**config.mk**
```make
export PLATFORM = sky130hd
export DESIGN_NAME = fig8_drive_sequencer
export DESIGN_NICKNAME = d
export VERILOG_FILES = /design/src/rtl/fig8_pkg.sv /design/src/rtl/oi_packet_tx.sv /design/src/rtl/fig8_drive_sequencer.sv
export SDC_FILE = /design/constraint.sdc
export NUM_CORES = 1
export LEC_CHECK = 0
export BUFFER_PORTS_ARGS = -buffer_cell sky130_fd_sc_hd__buf_2
export CAP_MARGIN = 20
export CORE_UTILIZATION = 40
export CTS_CLUSTER_DIAMETER = 50
export CTS_CLUSTER_SIZE = 8
export DETAILED_ROUTE_END_ITERATION = 16
export PLACE_DENSITY = 0.66
export SLEW_MARGIN = 5
export SYNTH_ARGS = -nofsm -noshare
export SYNTH_HDL_FRONTEND = slang
export SYNTH_SLANG_ARGS = --single-unit
```
**constraint.sdc**
```tcl
create_clock -name clk -period 2.5 [get_ports clk]
set_input_delay 0 -clock clk [delete_from_list [all_inputs] [get_ports clk]]
set_output_delay 0 -clock clk [all_outputs]
set_load 0.05 [all_outputs]
```
**src/rtl/fig8_pkg.sv**
```systemverilog
// Shared constants, state encoding and packet builders for the figure-8 drive sequencer.
package fig8_pkg;

  localparam logic [7:0] OP_START = 8'h80;
  localparam logic [7:0] OP_SAFE  = 8'h83;
  localparam logic [7:0] OP_DRIVE = 8'h89;

  localparam logic [2:0] PKT_LEN_INIT  = 3'd2;
  localparam logic [2:0] PKT_LEN_DRIVE = 3'd5;

  localparam logic [1:0] PH_IDLE = 2'd0;
  localparam logic [1:0] PH_A    = 2'd1;
  localparam logic [1:0] PH_B    = 2'd2;
  localparam logic [1:0] PH_HALT = 2'd3;

  typedef enum logic [2:0] {
    ST_IDLE,
    ST_INIT,
    ST_DRV_A,
    ST_WAIT_A,
    ST_DRV_B,
    ST_WAIT_B,
    ST_HALT
  } state_t;

  // Packets are packed first-byte-first into the top of a 40-bit word.
  localparam logic [39:0] PKT_INIT = {OP_START, OP_SAFE, 24'h000000};
  localparam logic [39:0] PKT_HALT = {OP_DRIVE, 32'h00000000};

  // Drive command: opcode, velocity, radius, both 16-bit fields big-endian.
  function automatic logic [39:0] drive_pkt(input logic [15:0] vel, input logic [15:0] rad);
    return {OP_DRIVE, vel, rad};
  endfunction

endpackage

```
**src/rtl/oi_packet_tx.sv**
```systemverilog
// Serialises a preloaded packet of up to five bytes over a valid/ready byte port.
// After each transfer the port idles for one cycle before presenting the next byte,
// so tx_valid/tx_data are pure flops with no path from tx_ready.
module oi_packet_tx (
  input  logic        clk,
  input  logic        rst,
  input  logic        load,
  input  logic [39:0] pkt,
  input  logic [2:0]  len,
  input  logic        tx_ready,
  output logic        tx_valid,
  output logic [7:0]  tx_data,
  output logic        pkt_done
);

  logic [31:0] rest;
  logic [2:0]  left;
  logic        pend;

  // Load, hold the byte until accepted, then step to the next one after a gap cycle.
  always_ff @(posedge clk or posedge rst) begin
    if (rst) begin
      tx_valid <= 1'b0;
      tx_data  <= 8'h00;
      pkt_done <= 1'b0;
      rest     <= 32'h0;
      left     <= 3'd0;
      pend     <= 1'b0;
    end else begin
      pkt_done <= 1'b0;
      if (load) begin
        tx_valid <= 1'b1;
        tx_data  <= pkt[39:32];
        rest     <= pkt[31:0];
        left     <= len;
        pend     <= 1'b0;
      end else if (tx_valid && tx_ready) begin
        tx_valid <= 1'b0;
        if (left == 3'd1) begin
          left     <= 3'd0;
          pkt_done <= 1'b1;
        end else begin
          left <= left - 3'd1;
          pend <= 1'b1;
        end
      end else if (pend) begin
        tx_valid <= 1'b1;
        tx_data  <= rest[31:24];
        rest     <= {rest[23:0], 8'h00};
        pend     <= 1'b0;
      end
    end
  end

endmodule

```
**src/rtl/fig8_drive_sequencer.sv**
```systemverilog
// Figure-8 sequencer: emits the OI start/safe preamble, then alternates drive
// commands at +R and -R, dwelling CIRCLE_TICKS timebase ticks on each circle,
// and finishes with a zero-velocity drive command.
//
// state   | meaning
// --------+-------------------------------------------------------------
// IDLE    | waiting for start, no packet in flight
// INIT    | sending START, SAFE
// DRV_A   | sending drive command for circle A (+RADIUS)
// WAIT_A  | counting ticks on circle A
// DRV_B   | sending drive command for circle B (-RADIUS)
// WAIT_B  | counting ticks on circle B, lap accounting on exit
// HALT    | sending stop drive command, done pulses when it completes
module fig8_drive_sequencer
  import fig8_pkg::*;
#(
  parameter int          CIRCLE_TICKS = 100,
  parameter logic [15:0] VELOCITY     = 16'd200,
  parameter logic [15:0] RADIUS       = 16'd250,
  parameter int          LAPS         = 1
) (
  input  logic       clk,
  input  logic       rst,
  input  logic       tick,
  input  logic       start,
  input  logic       stop,
  input  logic       tx_ready,
  output logic       tx_valid,
  output logic [7:0] tx_data,
  output logic       busy,
  output logic [1:0] phase,
  output logic       done
);

  localparam logic [15:0] TICKS_TC   = 16'(CIRCLE_TICKS);
  localparam logic [15:0] LAPS_TC    = 16'(LAPS);
  localparam logic [15:0] RADIUS_NEG = 16'(16'd0 - RADIUS);
  localparam logic [39:0] PKT_A      = drive_pkt(VELOCITY, RADIUS);
  localparam logic [39:0] PKT_B      = drive_pkt(VELOCITY, RADIUS_NEG);
  localparam bit          LAPS_BOUND = (LAPS != 0);

  state_t      state;
  logic [15:0] tick_cnt;
  logic [15:0] lap_cnt;
  logic        abort;
  logic        pkt_load;
  logic [39:0] pkt_bytes;
  logic [2:0]  pkt_len;
  logic        pkt_done;

  logic [15:0] tick_next;
  logic [15:0] lap_next;
  logic        tick_tc;

  assign tick_next = tick_cnt + 16'd1;
  assign lap_next  = lap_cnt + 16'd1;
  assign tick_tc   = (tick_next == TICKS_TC);

  // Sequencing FSM; every output and packet request is registered here.
  always_ff @(posedge clk or posedge rst) begin
    if (rst) begin
      state     <= ST_IDLE;
      tick_cnt  <= 16'd0;
      lap_cnt   <= 16'd0;
      abort     <= 1'b0;
      pkt_load  <= 1'b0;
      pkt_bytes <= 40'h0;
      pkt_len   <= 3'd0;
      busy      <= 1'b0;
      phase     <= PH_IDLE;
      done      <= 1'b0;
    end else begin
      pkt_load <= 1'b0;
      done     <= 1'b0;
      case (state)
        ST_IDLE: begin
          if (start) begin
            state     <= ST_INIT;
            busy      <= 1'b1;
            phase     <= PH_IDLE;
            lap_cnt   <= 16'd0;
            abort     <= 1'b0;
            pkt_load  <= 1'b1;
            pkt_bytes <= PKT_INIT;
            pkt_len   <= PKT_LEN_INIT;
          end
        end
        ST_INIT: begin
          if (stop) abort <= 1'b1;
          if (pkt_done) begin
            pkt_load <= 1'b1;
            pkt_len  <= PKT_LEN_DRIVE;
            if (abort || stop) begin
              state     <= ST_HALT;
              phase     <= PH_HALT;
              pkt_bytes <= PKT_HALT;
            end else begin
              state     <= ST_DRV_A;
              phase     <= PH_A;
              pkt_bytes <= PKT_A;
            end
          end
        end
        ST_DRV_A, ST_DRV_B: begin
          if (stop) abort <= 1'b1;
          if (pkt_done) begin
            if (abort || stop) begin
              state     <= ST_HALT;
              phase     <= PH_HALT;
              pkt_load  <= 1'b1;
              pkt_bytes <= PKT_HALT;
              pkt_len   <= PKT_LEN_DRIVE;
            end else begin
              state    <= (state == ST_DRV_A) ? ST_WAIT_A : ST_WAIT_B;
              tick_cnt <= 16'd0;
            end
          end
        end
        ST_WAIT_A: begin
          if (stop) begin
            state     <= ST_HALT;
            phase     <= PH_HALT;
            pkt_load  <= 1'b1;
            pkt_bytes <= PKT_HALT;
            pkt_len   <= PKT_LEN_DRIVE;
          end else if (tick) begin
            if (tick_tc) begin
              state     <= ST_DRV_B;
              phase     <= PH_B;
              pkt_load  <= 1'b1;
              pkt_bytes <= PKT_B;
              pkt_len   <= PKT_LEN_DRIVE;
            end else begin
              tick_cnt <= tick_next;
            end
          end
        end
        ST_WAIT_B: begin
          if (stop) begin
            state     <= ST_HALT;
            phase     <= PH_HALT;
            pkt_load  <= 1'b1;
            pkt_bytes <= PKT_HALT;
            pkt_len   <= PKT_LEN_DRIVE;
          end else if (tick) begin
            if (tick_tc) begin
              lap_cnt  <= lap_next;
              pkt_load <= 1'b1;
              pkt_len  <= PKT_LEN_DRIVE;
              if (LAPS_BOUND && (lap_next == LAPS_TC)) begin
                state     <= ST_HALT;
                phase     <= PH_HALT;
                pkt_bytes <= PKT_HALT;
              end else begin
                state     <= ST_DRV_A;
                phase     <= PH_A;
                pkt_bytes <= PKT_A;
              end
            end else begin
              tick_cnt <= tick_next;
            end
          end
        end
        ST_HALT: begin
          if (pkt_done) begin
            state <= ST_IDLE;
            busy  <= 1'b0;
            phase <= PH_IDLE;
            abort <= 1'b0;
            done  <= 1'b1;
          end
        end
        default: begin
          state <= ST_IDLE;
          busy  <= 1'b0;
          phase <= PH_IDLE;
        end
      endcase
    end
  end

  oi_packet_tx u_tx (
    .clk      (clk),
    .rst      (rst),
    .load     (pkt_load),
    .pkt      (pkt_bytes),
    .len      (pkt_len),
    .tx_ready (tx_ready),
    .tx_valid (tx_valid),
    .tx_data  (tx_data),
    .pkt_done (pkt_done)
  );

endmodule

```
* Word level (Yosys, flattened, before mapping)
Index checks and enable logic that the tools add are counted.
** Word-level totals
- Flip-flop bits (word level) :: 130
- Input bits :: 6
- Output and inout port bits :: 13
- Logic and storage cells :: 168
** Operators by class
- Add/subtract/negate cells :: 3
- Equal/unequal tests :: 30
- Muxes and demuxes :: 94
- Bitwise gates (word level) :: 1
- Reductions and logical operators :: 24
** Operator list (number)
- two-way mux 40 bit :: 10
- case mux 40 bit (5 select lines) :: 1
- two-way mux 16 bit :: 9
- two-way mux 32 bit :: 3
- two-way mux 3 bit :: 24
- case mux 16 bit (2 select lines) :: 2
- two-way mux 24 bit :: 2
- adder 16 x 1 -> 16 bit (second input constant) :: 2
- two-way mux 2 bit :: 13
- two-way mux 8 bit :: 3
- two-way mux 1 bit :: 21
- inequality test 2 bit (second input constant) :: 9
- case mux 3 bit (6 select lines) :: 1
- AND reduction 9 bit :: 2
- equality test 16 x 1 -> 1 bit (second input constant) :: 1
- equality test 16 x 7 -> 1 bit (second input constant) :: 1
- inequality test 3 bit (second input constant) :: 5
- case mux 2 bit (6 select lines) :: 1
- case mux 3 bit (4 select lines) :: 1
- inequality test 2 x 1 -> 1 bit (second input constant) :: 5
- equality test 3 bit (second input constant) :: 3
- AND reduction 8 bit :: 1
- nonzero test 2 bit :: 4
- AND reduction 7 bit :: 1
- other kinds (21) :: 27

* Longest topological paths before layout
Gate-level depths: netlist of the first run.
- Word-level depth :: 7
- Depth in mapped cells :: 11
- Mapped depth without buffers :: 9

* Cells and area by module
A second synthesis of the first run with hierarchy kept.
** Second synthesis, totals
- Cell total of the unflattened synthesis :: 553
- Area total of the unflattened synthesis :: 5104.9 um^2
** By module, submodules not included
- fig8_drive_sequencer :: instances 1, cells each 347, area an instance 2977.9 um^2
- oi_packet_tx :: instances 1, cells each 206, area an instance 2127.0 um^2

* Least setup slack after synthesis of the first run
Ideal clock, no wire load.
- Kind :: reg-to-reg
- From :: register tick_cnt[0]
- To :: register lap_cnt[3]
- Data arrival time :: 2.296 ns
- Setup slack :: 0.075 ns
- Cell stages (with the launch flop) :: 11
- Path buffers :: 1
- Period minus slack after synthesis :: 2.425 ns
- Cells stage by stage :: dfrtp_1 -> ha_1 -> nand4_1 -> o41ai_1 -> a21boi_0 -> nand4b_1 -> a211o_2 -> a21boi_4 -> buf_6 -> o21ai_0 -> o31ai_1
** Between the ends
- Cells in the longest elaborated chain, start to end :: 4
** Ends and longest elaborated chain
- start: declaration :: RTL line fig8_drive_sequencer.sv:43 : logic [15:0] tick_cnt;
- start signal: assignment :: RTL line fig8_drive_sequencer.sv:134 : tick_cnt <= tick_next;
- start signal: assignment :: RTL line fig8_drive_sequencer.sv:160 : tick_cnt <= tick_next;
- adder 16 x 1 -> 16 bit :: RTL line fig8_drive_sequencer.sv:55 : assign tick_next = tick_cnt + 16'd1;
- equality test 16 x 7 -> 1 bit :: RTL line fig8_drive_sequencer.sv:57 : assign tick_tc = (tick_next == TICKS_TC);
- inequality test 2 bit (no line)
- AND reduction 5 bit (no line)
- end signal: assignment :: RTL line fig8_drive_sequencer.sv:147 : lap_cnt <= lap_next;
- end: declaration :: RTL line fig8_drive_sequencer.sv:44 : logic [15:0] lap_cnt;
Every way passes these cells.
A chain may end at the register's enable or synchronous reset.

* Final worst setup path of the first run
- From :: register tick_cnt[0]
- To :: register tick_cnt[14]
** Between the ends
- Cells in the longest elaborated chain, start to end :: 5
** Ends and longest elaborated chain (RTL line)
- adder 16 x 1 -> 16 bit (*) :: fig8_drive_sequencer.sv:55
- branches (longest 4 deep; another with equality test 16 x 7 -> 1 bit)
Every way passes the cells marked *. The select of a mux whose other input is x is not followed.

==> results of run 1 <==
-- final timing paths --
| path | endpoint | slack, ns |
|---|---|---|
| setup / recovery | tick_cnt[14] | 0.03 |
| hold / removal | lap_cnt[14] | 0.14 |
| setup reg to reg | tick_cnt[14] | 0.03 |
| hold reg to reg | pkt_bytes[39] | 0.48 |
| max in group asynchronous | tick_cnt[6] | 1.55 |
| min in group asynchronous | u_tx.tx_data[2] | 0.19 |
-- per-stage QoR --
| step | worst slack, ns | utilization, % | total power [mW] | instance area, µm² |
|---|---|---|---|---|
| after floorplan | 0.07537 | - | 3.625 | 4633 |
| after global placement | 0.01819 | 46.74 | 4.251 | 5177 |
| after CTS | 0.004958 | 50.19 | 5.832 | 5560 |
| final | 0.02566 | 52.48 | 5.950 | 5814 |
| after detailed placement | -0.1055 | 46.74 | 4.325 | 5177 |
| after global routing | -0.07520 | 52.48 | 6.365 | 5814 |
-- state kept, by name, indices dropped and copies added, names as in the netlist --
signal	flops
pkt_len	2
u_tx.pend	1
u_tx.left	3
u_tx.tx_data	7
tick_cnt	16
phase	2
u_tx.pkt_done	1
abort	1
state	3
u_tx.tx_valid	1
pkt_load	1
u_tx.rest	17
busy	1
lap_cnt	16
done	1
pkt_bytes	6
-- logic make-up (layout without fill, tap and decap cells) --
logic type	after synthesis	after routing	share of synthesized area [%]
buffers and inverters	52	116	5.023
AOI/OAI and AO/OA	149	150	21.25
muxes	17	17	4.132
xor gates and xnor gates	3	3	0.5672
adders and majority gates	8	8	2.106
DFF	79	79	42.67
and+or+nand+nor	231	231	24.25
-- power by group through the flow --
stage	Sequential, mW	Combinational, mW	Clock [mW]
global placement	1.91	2.34	0
floorplan	2.10	1.52	0
finish	1.92	2.57	1.46
detailed placement	1.93	2.40	0
global route	1.98	2.85	1.54
CTS	1.91	2.43	1.49
-- repair_timing --
item	in CTS	in global routing
gates resized for setup	8	57
hold endpoints to repair	24	0
buffers inserted	0	4
pin swaps	0	29
endpoints found under the setup margin	31	37
gates cloned	0	1
hold buffers	2	0
-- critical path, stage by stage, from the launching register on --
cell and delay [ns]:
dfrtp_1 0.41, and2_4 0.17, and4_4 0.22, and4_4 0.25, mux2i_4 0.33, a21oi_4 0.12
or4_4 0.49, or3_1 0.32, o21ai_1 0.08
-- per-layer routing --
| layer | up-vias | share of wire, % | routed length, µm |
|---|---|---|---|
| li1 | 2070 | - | - |
| met1 | 2082 | 45 | 5212 |
| met2 | 116 | 49 | 5643 |
| met3 | 21 | 4.7 | 545 |
| met4 | 0 | 1.7 | 194 |
| met5 | - | 0 | 0 |
-- placed cells by master, fill, tap and decap left out, drive strengths merged, types with 5 or more instances in the layout --
master,count
a21oi,38
a31oi,10
and3,9
buf,82
clkbuf,12
dfrtp,79
ha,7
inv,15
mux2,7
mux2i,10
nand2,88
nand2b,6
nand3,23
nand4,12
nor2,41
nor2b,6
nor3,13
o211ai,6
o21ai,44
o31ai,16
o41ai,6
or2,5
or4,5
-- cell type report --
cell class | instances | share of cell area (%)
inverters | 16 | 1.054
well taps | 140 | 3.013
clock buffers | 12 | 4.411
flip-flops and latches | 79 | 34.09
clock inverters | 4 | 1.334
repair buffers | 84 | 10.29
multi-input cells | 409 | 45.81
==> flow_metrics.env, run 1 <==
export IMPL_run_status="finished clean"
export IMPL_setup_viol=0
export IMPL_tns_ns=0
export IMPL_ant_nets=0
export IMPL_crit_start="tick_cnt[0]"
export IMPL_ys_types=66
export IMPL_coreArea_um2=11080
export IMPL_cts_tree="built"
export IMPL_synth_nets=552
export IMPL_arrival_ns=2.75
export IMPL_slew_violations=0
export IMPL_start_kind="flip-flop"
export IMPL_avgViaCountPerCell=5.765
export IMPL_seqPwrFrac_pct=32.2
export IMPL_grt_pass1_wl_mm=19.11
export IMPL_clockBufferDepth=2
export IMPL_cellLeakagePower_nw=2.491
export IMPL_whs_ns=0.1447
export IMPL_drt_initial_drc_count=353
export IMPL_finalCritPeriodShare_pct=98.97
export IMPL_areaGrowthSynthToFinish_pct=25.49
export IMPL_power_internal_mw=3.575
export IMPL_grt_busiest_layer="met2"
export IMPL_reg2regPathDepth=8
export IMPL_fmax_mhz=404.1
export IMPL_diodes=0
export IMPL_htreeDepth=3
export IMPL_end_kind="flip-flop"
export IMPL_use_met3_pct=4.920
export IMPL_synth_edf_count=0
export IMPL_dieWidth_um=109.6
export IMPL_cts_root_buf="clkbuf_16"
export IMPL_antenna_found_initial=0
export IMPL_power_frac_clock_pct=24.6
export IMPL_p_sw_share_pct=39.92
export IMPL_yosysTopAreaCell="dfrtp_1"
export IMPL_p_per_area_nw_per_um2=1023
export IMPL_slew_headroom_pct=51.72
export IMPL_ys_flop_type="dfrtp_1"
export IMPL_dp_hpwl_mm=7.856
export IMPL_seq_area_um2=1982
export IMPL_rsz0062_at_grt="true"
export IMPL_final_instance_count_excl_fill=744
export IMPL_io_buffer_count=18
export IMPL_peakVddDrop_mv=0.7731
export IMPL_dp_cells=721
export IMPL_num_vias=4289
export IMPL_start_util_pct=41.82
export IMPL_hp_class="in2reg"
export IMPL_synth_top_area_share_pct=42.67
export IMPL_fp_row_count=38
export IMPL_p_comb_share_pct=43.2
export IMPL_fin_nets=612
export IMPL_grt_overflow=0
export IMPL_crit_fanout=4
export IMPL_synthTopCellsByArea="dfrtp_1, nand2_1, o21ai_0, a21oi_1, nor2_1"
export IMPL_hold_path_depth=4
export IMPL_use_met1_pct=25.70
export IMPL_fp_dieArea_um2=12020
export IMPL_avgSynthCellArea_um2=8.596
export IMPL_grt_max_degree=30
export IMPL_yosysWarnings=0
export IMPL_cap_violations=0
export IMPL_multi_input_area_um2=2664
export IMPL_worstPathRequired_ns=2.77
export IMPL_globalplace_congestion=0.9614
export IMPL_drt_wirelength_per_cell_um=15.58
export IMPL_insertion_delay_ns=0.35
export IMPL_route_detailed_drc=0
export IMPL_synth_async_reset_ratio_pct=100.0
export IMPL_fin_skew_ns=0.005360
export IMPL_syn_instance_count=539
export IMPL_synthTopCellsByCount="nand2_1, dfrtp_1, o21ai_0"
export IMPL_netSwitchingPower_mw=2.375
export IMPL_drt_first_pass_iters=5
export IMPL_netlist_area_um2=4633
export IMPL_numCtsBuffers=9
export IMPL_gr_usage_met2_pct=34.86
export IMPL_holdCritStartpoint="start"
export IMPL_hold_viol=0
export IMPL_die_h_um=109.6
export IMPL_fill_cells=976
export IMPL_clkTransAtPathRegs_ns=0.06
export IMPL_cts_sinks=79
export IMPL_synth_most_common_cell="nand2_1"
export IMPL_ys_ff_latch=79
export IMPL_tightest_slew_ns=0.7224
export IMPL_ioPinCount=19
export IMPL_grt_pass1_vias=4152
export IMPL_reg2reg_from="tick_cnt[0]"
export IMPL_min_period_ns=2.474
export IMPL_path_class="reg2reg"
export IMPL_drive_gt1_share_pct=25.83
export IMPL_ys_seq_area_share_pct=42.67
export IMPL_track_usage_pct=20.54
export IMPL_wl_mm=11.59
No activity file was read; power rests on OpenSTA's default activity.
==> inputs of run 2 (changes only) <==
--- a/config.mk
+++ b/config.mk
@@ -7,11 +7,14 @@
 export LEC_CHECK = 0
 export BUFFER_PORTS_ARGS = -buffer_cell sky130_fd_sc_hd__buf_2
 export CAP_MARGIN = 20
+export CELL_PAD_IN_SITES_DETAIL_PLACEMENT = 1
+export CELL_PAD_IN_SITES_GLOBAL_PLACEMENT = 1
+export CORE_ASPECT_RATIO = 1.1
 export CORE_UTILIZATION = 40
 export CTS_CLUSTER_DIAMETER = 50
 export CTS_CLUSTER_SIZE = 8
 export DETAILED_ROUTE_END_ITERATION = 16
-export PLACE_DENSITY = 0.66
+export PLACE_DENSITY = 0.8
 export SLEW_MARGIN = 5
 export SYNTH_ARGS = -nofsm -noshare
 export SYNTH_HDL_FRONTEND = slang
==> run 2 against run 1 <==
  * Largest power group unchanged
  * Largest cell class unchanged
  * The flow now finishes with violations (negative setup slack)
  * Clock power hardly changed
  * Sequential power hardly changed
  * Routed wire length grew 32%
  * Power rose by 1.9%
==> flow_metrics.env, run 2 (synthesized netlist as in run 1, its figures left out) <==
export IMPL_run_status="finished with violations"
export IMPL_violations="negative setup slack"
export IMPL_clkTransAtPathRegs_ns=0.07
export IMPL_grt_pass1_vias=4864
export IMPL_cts_sinks=79
export IMPL_fin_nets=619
export IMPL_dp_hpwl_mm=9.745
export IMPL_insertion_delay_ns=0.35
export IMPL_top_regs="u_tx.rest x17, lap_cnt x16, tick_cnt x16"
export IMPL_die_h_um=114.9
export IMPL_numCtsBuffers=9
export IMPL_grt_overflow=0
export IMPL_worstPathRequired_ns=2.73
export IMPL_fmax_mhz=372.3
export IMPL_slew_headroom_pct=48.35
export IMPL_critical_path_max_stage_delay_ns=0.44
export IMPL_start_kind="flip-flop"
export IMPL_hp_class="in2reg"
export IMPL_fp_row_count=40
export IMPL_finalCritPeriodShare_pct=107.4
export IMPL_total_power_mw=6.061
export IMPL_io_buffer_count=18
export IMPL_path_cells="ha_2 > nand4_1 > o41ai_2 > a21boi_2 > nand4b_1 > a211o_2 > a21boi_4 > o21ai_1 > o31ai_1"
export IMPL_track_usage_pct=25.62
export IMPL_arrival_ns=2.91
export IMPL_top_register="u_tx.rest"
export IMPL_diodes=0
export IMPL_start_util_pct=41.70
export IMPL_coreArea_um2=11110
export IMPL_drive_gt1_share_pct=27.17
export IMPL_end_kind="flip-flop"
export IMPL_fp_dieArea_um2=12020
export IMPL_grt_pass1_wl_mm=24.24
export IMPL_areaGrowthSynthToFinish_pct=25.84
export IMPL_cap_violations=0
export IMPL_final_util_pct=52.48
export IMPL_clockBufferDepth=2
export IMPL_setup_viol=37
export IMPL_cts_tree="built"
export IMPL_fin_ws_ns=-0.1859
export IMPL_fill_cells=1294
export IMPL_path_class="reg2reg"
export IMPL_crit_fanout=8
export IMPL_grt_max_degree=37
export IMPL_antenna_found_initial=0
export IMPL_hold_viol=0
export IMPL_peakVddDrop_mv=0.5150
export IMPL_ant_nets=0
export IMPL_final_common_cell="nand2_1"
export IMPL_rsz0062_at_grt="true"
export IMPL_cts_root_buf="clkbuf_16"
export IMPL_globalplace_congestion=0.8712
export IMPL_drt_wirelength_per_cell_um=20.21
export IMPL_min_period_ns=2.686
export IMPL_final_cell_mix="nand2_1, dfrtp_1, buf_4"
export IMPL_wl_mm=15.32
export IMPL_route_detailed_drc=0
export IMPL_avgViaCountPerCell=6.094
export IMPL_seq_area_um2=1982
export IMPL_tightest_slew_ns=0.7728
export IMPL_largest_register_ffs=17
export IMPL_dieWidth_um=104.6
export IMPL_cellLeakagePower_nw=2.523
export IMPL_num_vias=4619
export IMPL_drt_initial_drc_count=253
export IMPL_p_per_area_nw_per_um2=1040
export IMPL_ioPinCount=19
export IMPL_fin_skew_ns=0.008853
export IMPL_drt_first_pass_iters=5
export IMPL_cpMaxStageDelayCell="a211o_2"
export IMPL_slew_violations=0
export IMPL_htreeDepth=3
export IMPL_multi_input_area_um2=2630
## run 2: cell count changes in the layout (fill, tap and decap cells not counted), sizes merged
cell	change
clkbuf	-3
clkinv	+1
clkinvlp	+2
buf	+7
## run 2: power by group
group | total [mW] | internal [mW] | switching (mW)
clock network | 1.45 | 0.876 | 0.573
logic | 2.67 | 0.995 | 1.68
registers | 1.94 | 1.64 | 0.299
total | 6.06 | 3.51 | 2.55
## run 2: final timing paths
check	start	to	slack, ns	cells past startpoint
max reg2reg	tick_cnt[1]	lap_cnt[2]	-0.19	9
min reg2reg	pkt_bytes[39]	pkt_bytes[39]	0.47	1
min	start	lap_cnt[1]	0.15	4
min in group asynchronous	rst	u_tx.rest[18]	0.29	3
max in group asynchronous	rst	tick_cnt[10]	1.40	4
max	tick_cnt[1]	lap_cnt[2]	-0.19	9
## run 2: metal layers
layer	vias up	track usage, %	share of wire (%)
met5	-	0	0
met2	156	46.14	51
met1	2334	29.14	41
met3	46	4.819	4.0
met4	0	13.33	3.7
li1	2083	-	-
## run 2: timing repair
action | CTS | global route
hold buffers | 2 | 0
pin swaps | 10 | 22
setup endpoints to repair | 41 | 38
gates resized for setup | 21 | 43
buffers inserted | 2 | 6
hold endpoints to repair | 35 | 0
gates cloned | 0 | 1
## run 2: metrics by stage
stage	setup slack [ns]	hold slack (ns)	cells	instance area, µm²	TNS [ns]
after floorplan	0.07537	0.1650	539	4633	0
after global placement	-0.04342	0.1111	731	5209	-0.1471
after detailed placement	-0.1530	0.1181	731	5209	-2.662
after CTS	-0.007180	0.1173	751	5635	-0.007180
after global routing	-0.2171	0.1808	758	5831	-5.371
final	-0.1859	0.1499	758	5831	-3.423
## run 2: area by class of cell
cell class	count	share of cell area [%]
multi-input cells	409	45.11
flip-flops and latches	79	33.99
repair buffers	91	11.16
clock buffers	9	3.863
well taps	147	3.155
clock inverters	7	1.674
inverters	16	1.052
## run 2: worst max-delay path: cells and delay by family (launching register included)
family          cells  cell delay (ns)
fa+ha+maj           1             0.24
simple gates        2             0.47
flops               1             0.39
compound gates      6             1.47
==> inputs of run 3 (changes only) <==
--- a/config.mk
+++ b/config.mk
@@ -15,6 +15,7 @@
 export CTS_CLUSTER_SIZE = 8
 export DETAILED_ROUTE_END_ITERATION = 16
 export PLACE_DENSITY = 0.8
+export SETUP_SLACK_MARGIN = 0.15
 export SLEW_MARGIN = 5
 export SYNTH_ARGS = -nofsm -noshare
 export SYNTH_HDL_FRONTEND = slang
==> run 3 against run 2 <==
  * The flow still finishes with violations (negative setup slack)
  * Final cell count fell by 0.26%
  * Clock skew fell by 0.00095 ns
  * Via count decreased by 4.2%
  * Power grew 2.0%
  * Sequential share of layout area down 0.24 points
  * Routed wire length shrank 7.2%
  * Flip-flop and latch count unchanged
  * Critical path type unchanged
  * Largest cell class unchanged
==> flow_metrics.env, run 3 (synthesized netlist as in run 1, its figures left out) <==
export IMPL_areaGrowthSynthToFinish_pct=26.57
export IMPL_route_detailed_drc=0
export IMPL_slew_violations=0
export IMPL_drt_first_pass_iters=5
export IMPL_die_h_um=114.9
export IMPL_path_cells="ha_4 > nand4_1 > a2111oi_2 > a21oi_1 > nand4b_1 > a21oi_4 > or2_4 > buf_4 > o311ai_1 > o41ai_1"
export IMPL_ant_nets=0
export IMPL_htreeDepth=3
export IMPL_fill_cells=1314
export IMPL_worstPathRequired_ns=2.71
export IMPL_fp_row_count=40
export IMPL_final_util_pct=52.78
export IMPL_top_register="u_tx.rest"
export IMPL_diodes=0
export IMPL_coreArea_um2=11110
export IMPL_grt_pass1_vias=4632
export IMPL_clockBufferDepth=2
export IMPL_cap_violations=0
export IMPL_antenna_found_initial=0
export IMPL_seq_area_um2=1979
export IMPL_hold_viol=0
export IMPL_peakVddDrop_mv=0.5140
export IMPL_fin_ws_ns=-0.04449
export IMPL_dieWidth_um=104.6
export IMPL_fmax_mhz=393.0
export IMPL_grt_max_degree=42
export IMPL_multi_input_area_um2=2680
export IMPL_slew_headroom_pct=48.69
export IMPL_avgViaCountPerCell=5.851
export IMPL_numCtsBuffers=9
export IMPL_path_class="reg2reg"
export IMPL_grt_pass1_wl_mm=23.16
export IMPL_globalplace_congestion=0.8432
export IMPL_cellLeakagePower_nw=2.545
export IMPL_critical_path_max_stage_delay_ns=0.43
export IMPL_cts_tree="built"
export IMPL_fin_skew_ns=0.007902
export IMPL_start_kind="flip-flop"
export IMPL_start_util_pct=41.70
export IMPL_track_usage_pct=24.31
export IMPL_crit_buf_inv=1
export IMPL_top_regs="u_tx.rest x17, lap_cnt x16, tick_cnt x16"
export IMPL_final_common_cell="nand2_1"
export IMPL_clkTransAtPathRegs_ns=0.06
export IMPL_grt_overflow=0
export IMPL_p_per_area_nw_per_um2=1055
export IMPL_ioPinCount=19
export IMPL_cts_root_buf="clkbuf_16"
export IMPL_crit_fanout=11
export IMPL_num_vias=4423
export IMPL_violations="negative setup slack"
export IMPL_end_kind="flip-flop"
export IMPL_arrival_ns=2.76
export IMPL_setup_viol=20
export IMPL_cpMaxStageDelayCell="dfrtp_1"
export IMPL_fp_dieArea_um2=12020
export IMPL_drive_gt1_share_pct=26.93
export IMPL_finalCritPeriodShare_pct=101.8
export IMPL_tightest_slew_ns=0.7678
export IMPL_whs_ns=0.1880
export IMPL_min_period_ns=2.544
export IMPL_cts_sinks=79
export IMPL_drt_initial_drc_count=266
export IMPL_drt_wirelength_per_cell_um=18.79
export IMPL_final_cell_mix="nand2_1, dfrtp_1, buf_4"
export IMPL_io_buffer_count=18
export IMPL_dp_hpwl_mm=9.330
export IMPL_rsz0062_at_grt="true"
export IMPL_run_status="finished with violations"
export IMPL_critPathTopFamily="compound AO/OA/AOI/OAI gates"
export IMPL_hp_class="in2reg"
export IMPL_insertion_delay_ns=0.35
export IMPL_wl_mm=14.21
export IMPL_largest_register_ffs=17
export IMPL_fin_nets=617
run 3: layer usage:
layer / track usage, % / share of wire (%) / vias to the layer above
li1: - / - / 2092
met1: 28.97 / 44 / 2234
met2: 44.19 / 52 / 77
met3: 4.422 / 2.8 / 20
met4: 8.545 / 1.6 / 0
met5: 0 / 0 / -
run 3: worst register-to-register path: stages (launching register included):
cell	delay [ns]
dfrtp_1	0.43
ha_4	0.18
nand4_1	0.19
a2111oi_2	0.39
a21oi_1	0.08
nand4b_1	0.22
a21oi_4	0.08
or2_4	0.32
buf_4	0.15
o311ai_1	0.25
o41ai_1	0.13
run 3: final cells by class:
class	count	area share [%]
repair buffers	89	10.90
flip-flops and latches	79	33.75
inverters	16	1.045
multi-input cells	409	45.70
well taps	147	3.136
clock buffers	9	3.840
clock inverters	7	1.622
run 3: power breakdown:
group          internal [mW]  total, mW  switching (mW)  leakage, nW
sequential              1.64       1.92           0.280         1.03
clock                  0.876       1.44           0.566        0.156
combinational           1.07       2.82            1.75         1.35
total                   3.59       6.18            2.59         2.55
run 3: stage by stage:
stage	setup TNS (ns)	power (mW)	worst slack (ns)	cells	area, µm²
6_report	-0.4275	6.184	-0.04449	756	5864
5_1_grt	-4.349	6.548	-0.1929	756	5864
4_1_cts	0	6.041	0.05118	750	5689
3_5_place_dp	-0.6222	4.392	-0.08511	724	5180
3_3_place_gp	0	4.230	0.03017	724	5180
2_1_floorplan	0	3.656	0.1154	539	4659
run 3: path summary, 6_finish.rpt:
check                              startpoint  cells past startpoint            end  slack, ns
worst max-delay path              tick_cnt[0]                     10    tick_cnt[3]      -0.04
worst min-delay path                     tick                      4     lap_cnt[0]       0.19
worst min register to register  pkt_bytes[39]                      1  pkt_bytes[39]       0.48
max in group asynchronous                 rst                      4    tick_cnt[1]       1.43
worst max register to register    tick_cnt[0]                     10    tick_cnt[3]      -0.04
min in group asynchronous                 rst                      3    tick_cnt[8]       0.31
run 3: repair_timing:
action / in CTS / in global routing
hold endpoints to repair: 40 / 0
buffers inserted: 7 / 6
pin swaps: 20 / 22
hold buffers: 2 / 0
gates cloned: 1 / 0
resized for setup: 35 / 35
endpoints found under the setup margin: 44 / 43
